<file path="src/rtl/first_counter.sv">
// -----------------------------------------------------------------------------
// first_counter
//   Synchronous up-counter with count enable, synchronous active-high reset and
//   a programmable modulus (counts 0..MAX_VALUE, then wraps to 0).
//
// Ports
//   clock        in   rising-edge clock, the only clock domain
//   reset        in   synchronous, active-high; dominates enable
//   enable       in   count enable, sampled at posedge clock
//   counter_out  out  [WIDTH-1:0] current count, registered
//   terminal     out  combinational: counter_out == MAX_VALUE while enable is high
//   wrap         out  registered one-cycle strobe after a MAX_VALUE -> 0 edge
//   wrap_count   out  [7:0] saturating wrap event count, registered
//                     (only when FIRST_COUNTER_WRAP_COUNT_EN is defined)
//
// Build option
//   FIRST_COUNTER_WRAP_COUNT_EN : adds the wrap_count output and its logic.
// -----------------------------------------------------------------------------
module first_counter #(
  parameter int unsigned            WIDTH       = 4,
  parameter logic [WIDTH-1:0]       MAX_VALUE   = {WIDTH{1'b1}},
  parameter logic [WIDTH-1:0]       RESET_VALUE = '0
) (
  input  logic             clock,
  input  logic             reset,
  input  logic             enable,
  output logic [WIDTH-1:0] counter_out,
  output logic             terminal,
`ifdef FIRST_COUNTER_WRAP_COUNT_EN
  output logic             wrap,
  output logic [7:0]       wrap_count
`else
  output logic             wrap
`endif
);

  logic [WIDTH-1:0] count_q, count_d;
  logic             wrap_q, wrap_d;

  // Explicit compare against MAX_VALUE so a non-power-of-two modulus wraps
  // correctly instead of relying on binary overflow.
  always_comb begin
    count_d = count_q;
    wrap_d  = 1'b0;
    if (enable) begin
      if (count_q < MAX_VALUE) begin
        count_d = count_q + WIDTH'(1);
      end else begin
        count_d = '0;
        wrap_d  = 1'b1;
      end
    end
  end

  always_ff @(posedge clock) begin
    if (reset) begin
      count_q <= RESET_VALUE;
      wrap_q  <= 1'b0;
    end else begin
      count_q <= count_d;
      wrap_q  <= wrap_d;
    end
  end

  assign counter_out = count_q;
  assign wrap        = wrap_q;
  assign terminal    = enable && (count_q == MAX_VALUE);

`ifdef FIRST_COUNTER_WRAP_COUNT_EN
  logic [7:0] wcnt_q, wcnt_d;

  // Counts the same edges that raise wrap; holds at 255 once saturated.
  always_comb begin
    wcnt_d = wcnt_q;
    if (wrap_d && (wcnt_q != 8'hFF)) begin
      wcnt_d = wcnt_q + 8'd1;
    end
  end

  always_ff @(posedge clock) begin
    if (reset) begin
      wcnt_q <= 8'd0;
    end else begin
      wcnt_q <= wcnt_d;
    end
  end

  assign wrap_count = wcnt_q;
`endif

endmodule

</file>
<file path="config.mk">
export PLATFORM = sky130hd
export DESIGN_NAME = first_counter
export DESIGN_NICKNAME = d
export VERILOG_FILES = /design/src/rtl/first_counter.sv
export SDC_FILE = /design/constraint.sdc
export NUM_CORES = 1
export LEC_CHECK = 0
export ABC_CLOCK_PERIOD_IN_PS = 1300
export BUFFER_PORTS_ARGS = -buffer_cell sky130_fd_sc_hd__buf_4
export CAP_MARGIN = 5
export CORE_AREA = 2 2 39 41
export DETAILED_ROUTE_END_ITERATION = 12
export DIE_AREA = 0 0 41 43
export GPL_ROUTABILITY_DRIVEN = 0
export HOLD_SLACK_MARGIN = 0.03
export SETUP_SLACK_MARGIN = 0.3
export SYNTH_ARGS = -nofsm -noshare
export SYNTH_HDL_FRONTEND = slang
export SYNTH_SLANG_ARGS = --single-unit
</file>
<file path="constraint.sdc">
create_clock -name clock -period 1.3 [get_ports clock]
set_clock_uncertainty 0.15 [all_clocks]
set_input_delay 0.325 -clock clock [delete_from_list [all_inputs] [get_ports clock]]
set_output_delay 0.325 -clock clock [all_outputs]
set_load 0.03 [all_outputs]
</file>
Word level (Yosys, flattened, before mapping)

Index checks and enable logic that the tools add are counted.

Output and inout port bits: 6
Memory bits (writable): 0
Input bits: 3
Logic and storage cells: 10
Latch bits: 0
ROM bits: 0
Memories kept: 0
Bits in registers: 5

Div/mod/pow operators: 0
Reduce and logical (&&, ||, !) cells: 2
Equality and inequality tests: 1
Add/sub/neg operators: 1
Multiply operators: 0
Mux-type cells: 2
$lt $le $gt $ge: 1
Shift-type cells: 0
Bitwise logic cells: 1

Operator list:

| kind                                                           | count |
|---|---|
| 4-bit by 1-bit adder with 4-bit output (second input constant) | 1 |
| 4-bit equality test (second input constant)                    | 1 |
| 4-bit less-than comparator (second input constant)             | 1 |
| 4-bit 2-to-1 mux                                               | 1 |
| 2-bit OR reduction                                             | 1 |
| 1-bit logical AND                                              | 1 |
| 1-bit 2-to-1 mux                                               | 1 |
| 1-bit inverter                                                 | 1 |

Depth between registers and ports, before layout

Depth after elaboration: 2
Gate-level depth with buffers: 4
Mapped depth without buffers: 4

Worst setup path before layout

OpenSTA, ideal clock, no wires.

Path type: reg-to-output
Start point: reg count_q[0], in the netlist counter_out[0]
End point: out terminal
Data required time: 0.825 ns
Buffers on the path: 0
Path slack: -0.367 ns
Cell stages (with the launch flop): 3
Arrival time: 1.192 ns
Cells stage by stage: dfxtp_1 > ha_1 > and4_1

Cells in the longest elaborated chain, start to end: 2

RTL lines:

| element                | RTL line | text |
|---|---|---|
| from (decl)            | 37       | `logic [WIDTH-1:0] count_q, count_d;` |
| from (signal assigned) | 60       | `count_q <= count_d;` |
| 4-bit equality test    | 67       | `assign terminal = enable && (count_q == MAX_VALUE);` |
| 1-bit logical AND      | 67       |  |
| to (decl)              | 28       | `output logic terminal,` |

Every way passes these cells.

Final worst setup path

Start point: reg count_q[1], in the netlist counter_out[1]
End point: out terminal

Same word-level chain as after synthesis.

==> key figures <==
Logic synthesis
  • Post-synth EDFFs: 0
  • Post-synthesis async set-or-reset flop share: 0
  • Most frequent cells after synthesis: 5 x dfxtp_1, 3 x nor2_1, 2 x a21oi_1, 2 x nand3_1
  • #FFs+latches synth: 5
  • Top cells by area, synth: dfxtp_1 48%, ha_1 6.0%, nor2_1 5.4%, a21oi_1 4.8%, mux2i_1 4.8%
  • Most numerous cell in the Yosys netlist: dfxtp_1
  • Dominant synthesized flop cell: dfxtp_1
  • Share of the yosys chip area belonging to registers: 0.476
  • Yosys Warn Count: 0
  • Synth Cell Area: 210 um2
  • Synth top area share: 0.476
  • Syn_nets: 26
  • Post-Syn Area per Cell: 9.55 um2
  • Post-Synthesis Cells: 22
  • Biggest area consumer among synthesized cells: dfxtp_1
  • Synth cell types: 14

Cells and area
  • N_diodes: 0
  • Area growth syn-to-layout: 132%
  • Layout cell share with drive strength beyond 1: 0.733
  • Fin nets: 50

CTS
  • Clk sink count: 5
  • Htree depth: 1
  • Clock root cell: clkbuf_4
  • CTS Hold Bufs: 0
  • CTS tree: yes
  • CTS max path bufs: 2
  • CTS buffer count: 3
  • Clock slew at reported path FFs: 0.05 ns
  • Clk Latency, worst-skew pair: 0.25 ns

Floorplan
  • Full die area: 1760 um2
  • Core area: 1380 um2
  • I/O Pins: 9
  • Row count: 14
  • Initial core utilization: 0.152
  • Die height: 43 um
  • Die width: 41 um

Timing
  • Setup TNS: -0.482 ns
  • Setup WS post-layout: -0.227 ns
  • RSZ-0062 raised after global routing: true
  • Period minus WS final: 1.53 ns
  • Hold Vio Cnt, Final: 0
  • Max Slew Vio Count: 0
  • Rel. slew slack: 0.916
  • Fin crit share: 1.17
  • Setup violators final: 3
  • Slew @ Worst Pin: 0.122 ns
  • Hold WS: 0.112 ns
  • Fmax: 655 MHz

Min path
  • Hold crit path type: in2reg
  • Hold wc startpoint: reset

Pwr
  • Maximum VDD drop: 0.000382 V
  • Pwr dens: 887 nW/um2
  • Leakage: 0.207 nW

Critical path
  • CP Launch Type: flip-flop
  • Reg2reg end: counter_out[3]
  • Critical path type: reg2out
  • Crit path capture type: primary output
  • Worst Path Max Fanout: 2
  • R2r setup slk: 0.07 ns
  • R2r startpoint: counter_out[0]
  • CP endpoint: terminal
  • CP arrival: 1.05 ns
  • Depth of the most critical reg-to-reg path: 6
  • Worst path required time: 0.82 ns
  • CP Launch Point: counter_out[1]

Global routing
  • Global Route Usage Sum: 0.105
  • Vias in the first global route: 280
  • Largest net degree at the start of global routing: 7
  • Grt ovf: 0
  • First-pass GRT wire length: 1160 um
  • Initial antenna violation count: 0

Drt
  • Drt via density: 4.16
  • Drt first pass iters: 2
  • Vias: 254
  • WL final: 643 um
  • Drt drc: 0
  • Drt wl/cell: 10.5 um
  • Iter 0 DRT Violations: 5
  • Antenna-violating nets left: 0

Placement
  • Place WS: -0.00146 ns
  • I/O Buffers: 8

Run
  • MaxCap Viol Count: 0

Outcome
  • Failing checks: setup timing
  • Run status: finished, violations left
area by class of cell:
type,instances,area [um2]
fill,155,896
multi-input combinational,17,144
sequential,5,114
clock buffer,4,26.3
tap,16,20.0
timing repair buffer,19,184
registers in the layout, summed over array words and instances (netlist names):
name / cells
counter_out: 4
wrap: 1
cells by family (layout without fill, tap and decap cells):
family | count (synthesis) | in the layout | share of synthesized area
fa+ha+maj | 1 | 1 | 0.0595
mux | 1 | 1 | 0.0476
xor+xnor | 1 | 1 | 0.0417
simple gates | 11 | 11 | 0.286
buf+inv | 0 | 23 | 0
compound gates | 3 | 3 | 0.0893
flops | 5 | 5 | 0.476
how the worst min path moves through the flow:
stage / end / slack, ns / cells past startpoint
detailed placement: counter_out[1] / 0.38 / 2
finish: counter_out[2] / 0.11 / 2
floorplan: counter_out[0] / 0.23 / 1
global route: counter_out[0] / 0.11 / 2
CTS: counter_out[2] / 0.11 / 2
global placement: counter_out[0] / 0.37 / 2
layout by cell type (no fill, tap or decap), types with 2 or more instances in the layout:
| cell | count |
|---|---|
| buf_4 | 8 |
| buf_6 | 11 |
| clkbuf_4 | 3 |
| dfxtp_2 | 2 |
| dfxtp_4 | 3 |
| nor2_1 | 3 |
per-layer routing:
metal,share of wire,track usage,up-vias,wire length (um)
li1,-,-,124,-
met1,0.38,0.103,119,243
met2,0.51,0.150,9,328
met3,0.098,0.0995,2,63
met4,0.012,0.0400,0,8
met5,0,0,-,0
where the power goes:
part	internal [mW]	switching, mW
clock	0.117	0.0708
combinational	0.0478	0.0368
sequential	0.156	0.00485
what timing repair did:
item	CTS	global route
endpoints found under the hold margin	0	0
setup endpoints to repair	11	11
setup buffers	6	0
resized for setup	17	0
pin swaps	5	1
stage by stage:
step / instances / utilization / cell area (um2) / power (mW)
after floorplan: 22 / - / 235 / 0.192
after global placement: 51 / 0.255 / 353 / 0.222
after detailed placement: 51 / 0.255 / 353 / 0.222
after CTS: 61 / 0.353 / 488 / 0.440
after global routing: 61 / 0.353 / 488 / 0.471
final: 61 / 0.353 / 488 / 0.433
critical path, stage by stage (launching register included):
cell,delay [ns]
dfxtp_4,0.35
ha_4,0.13
and4_4,0.20
buf_6,0.13
(Power assumes the default switching activity.)
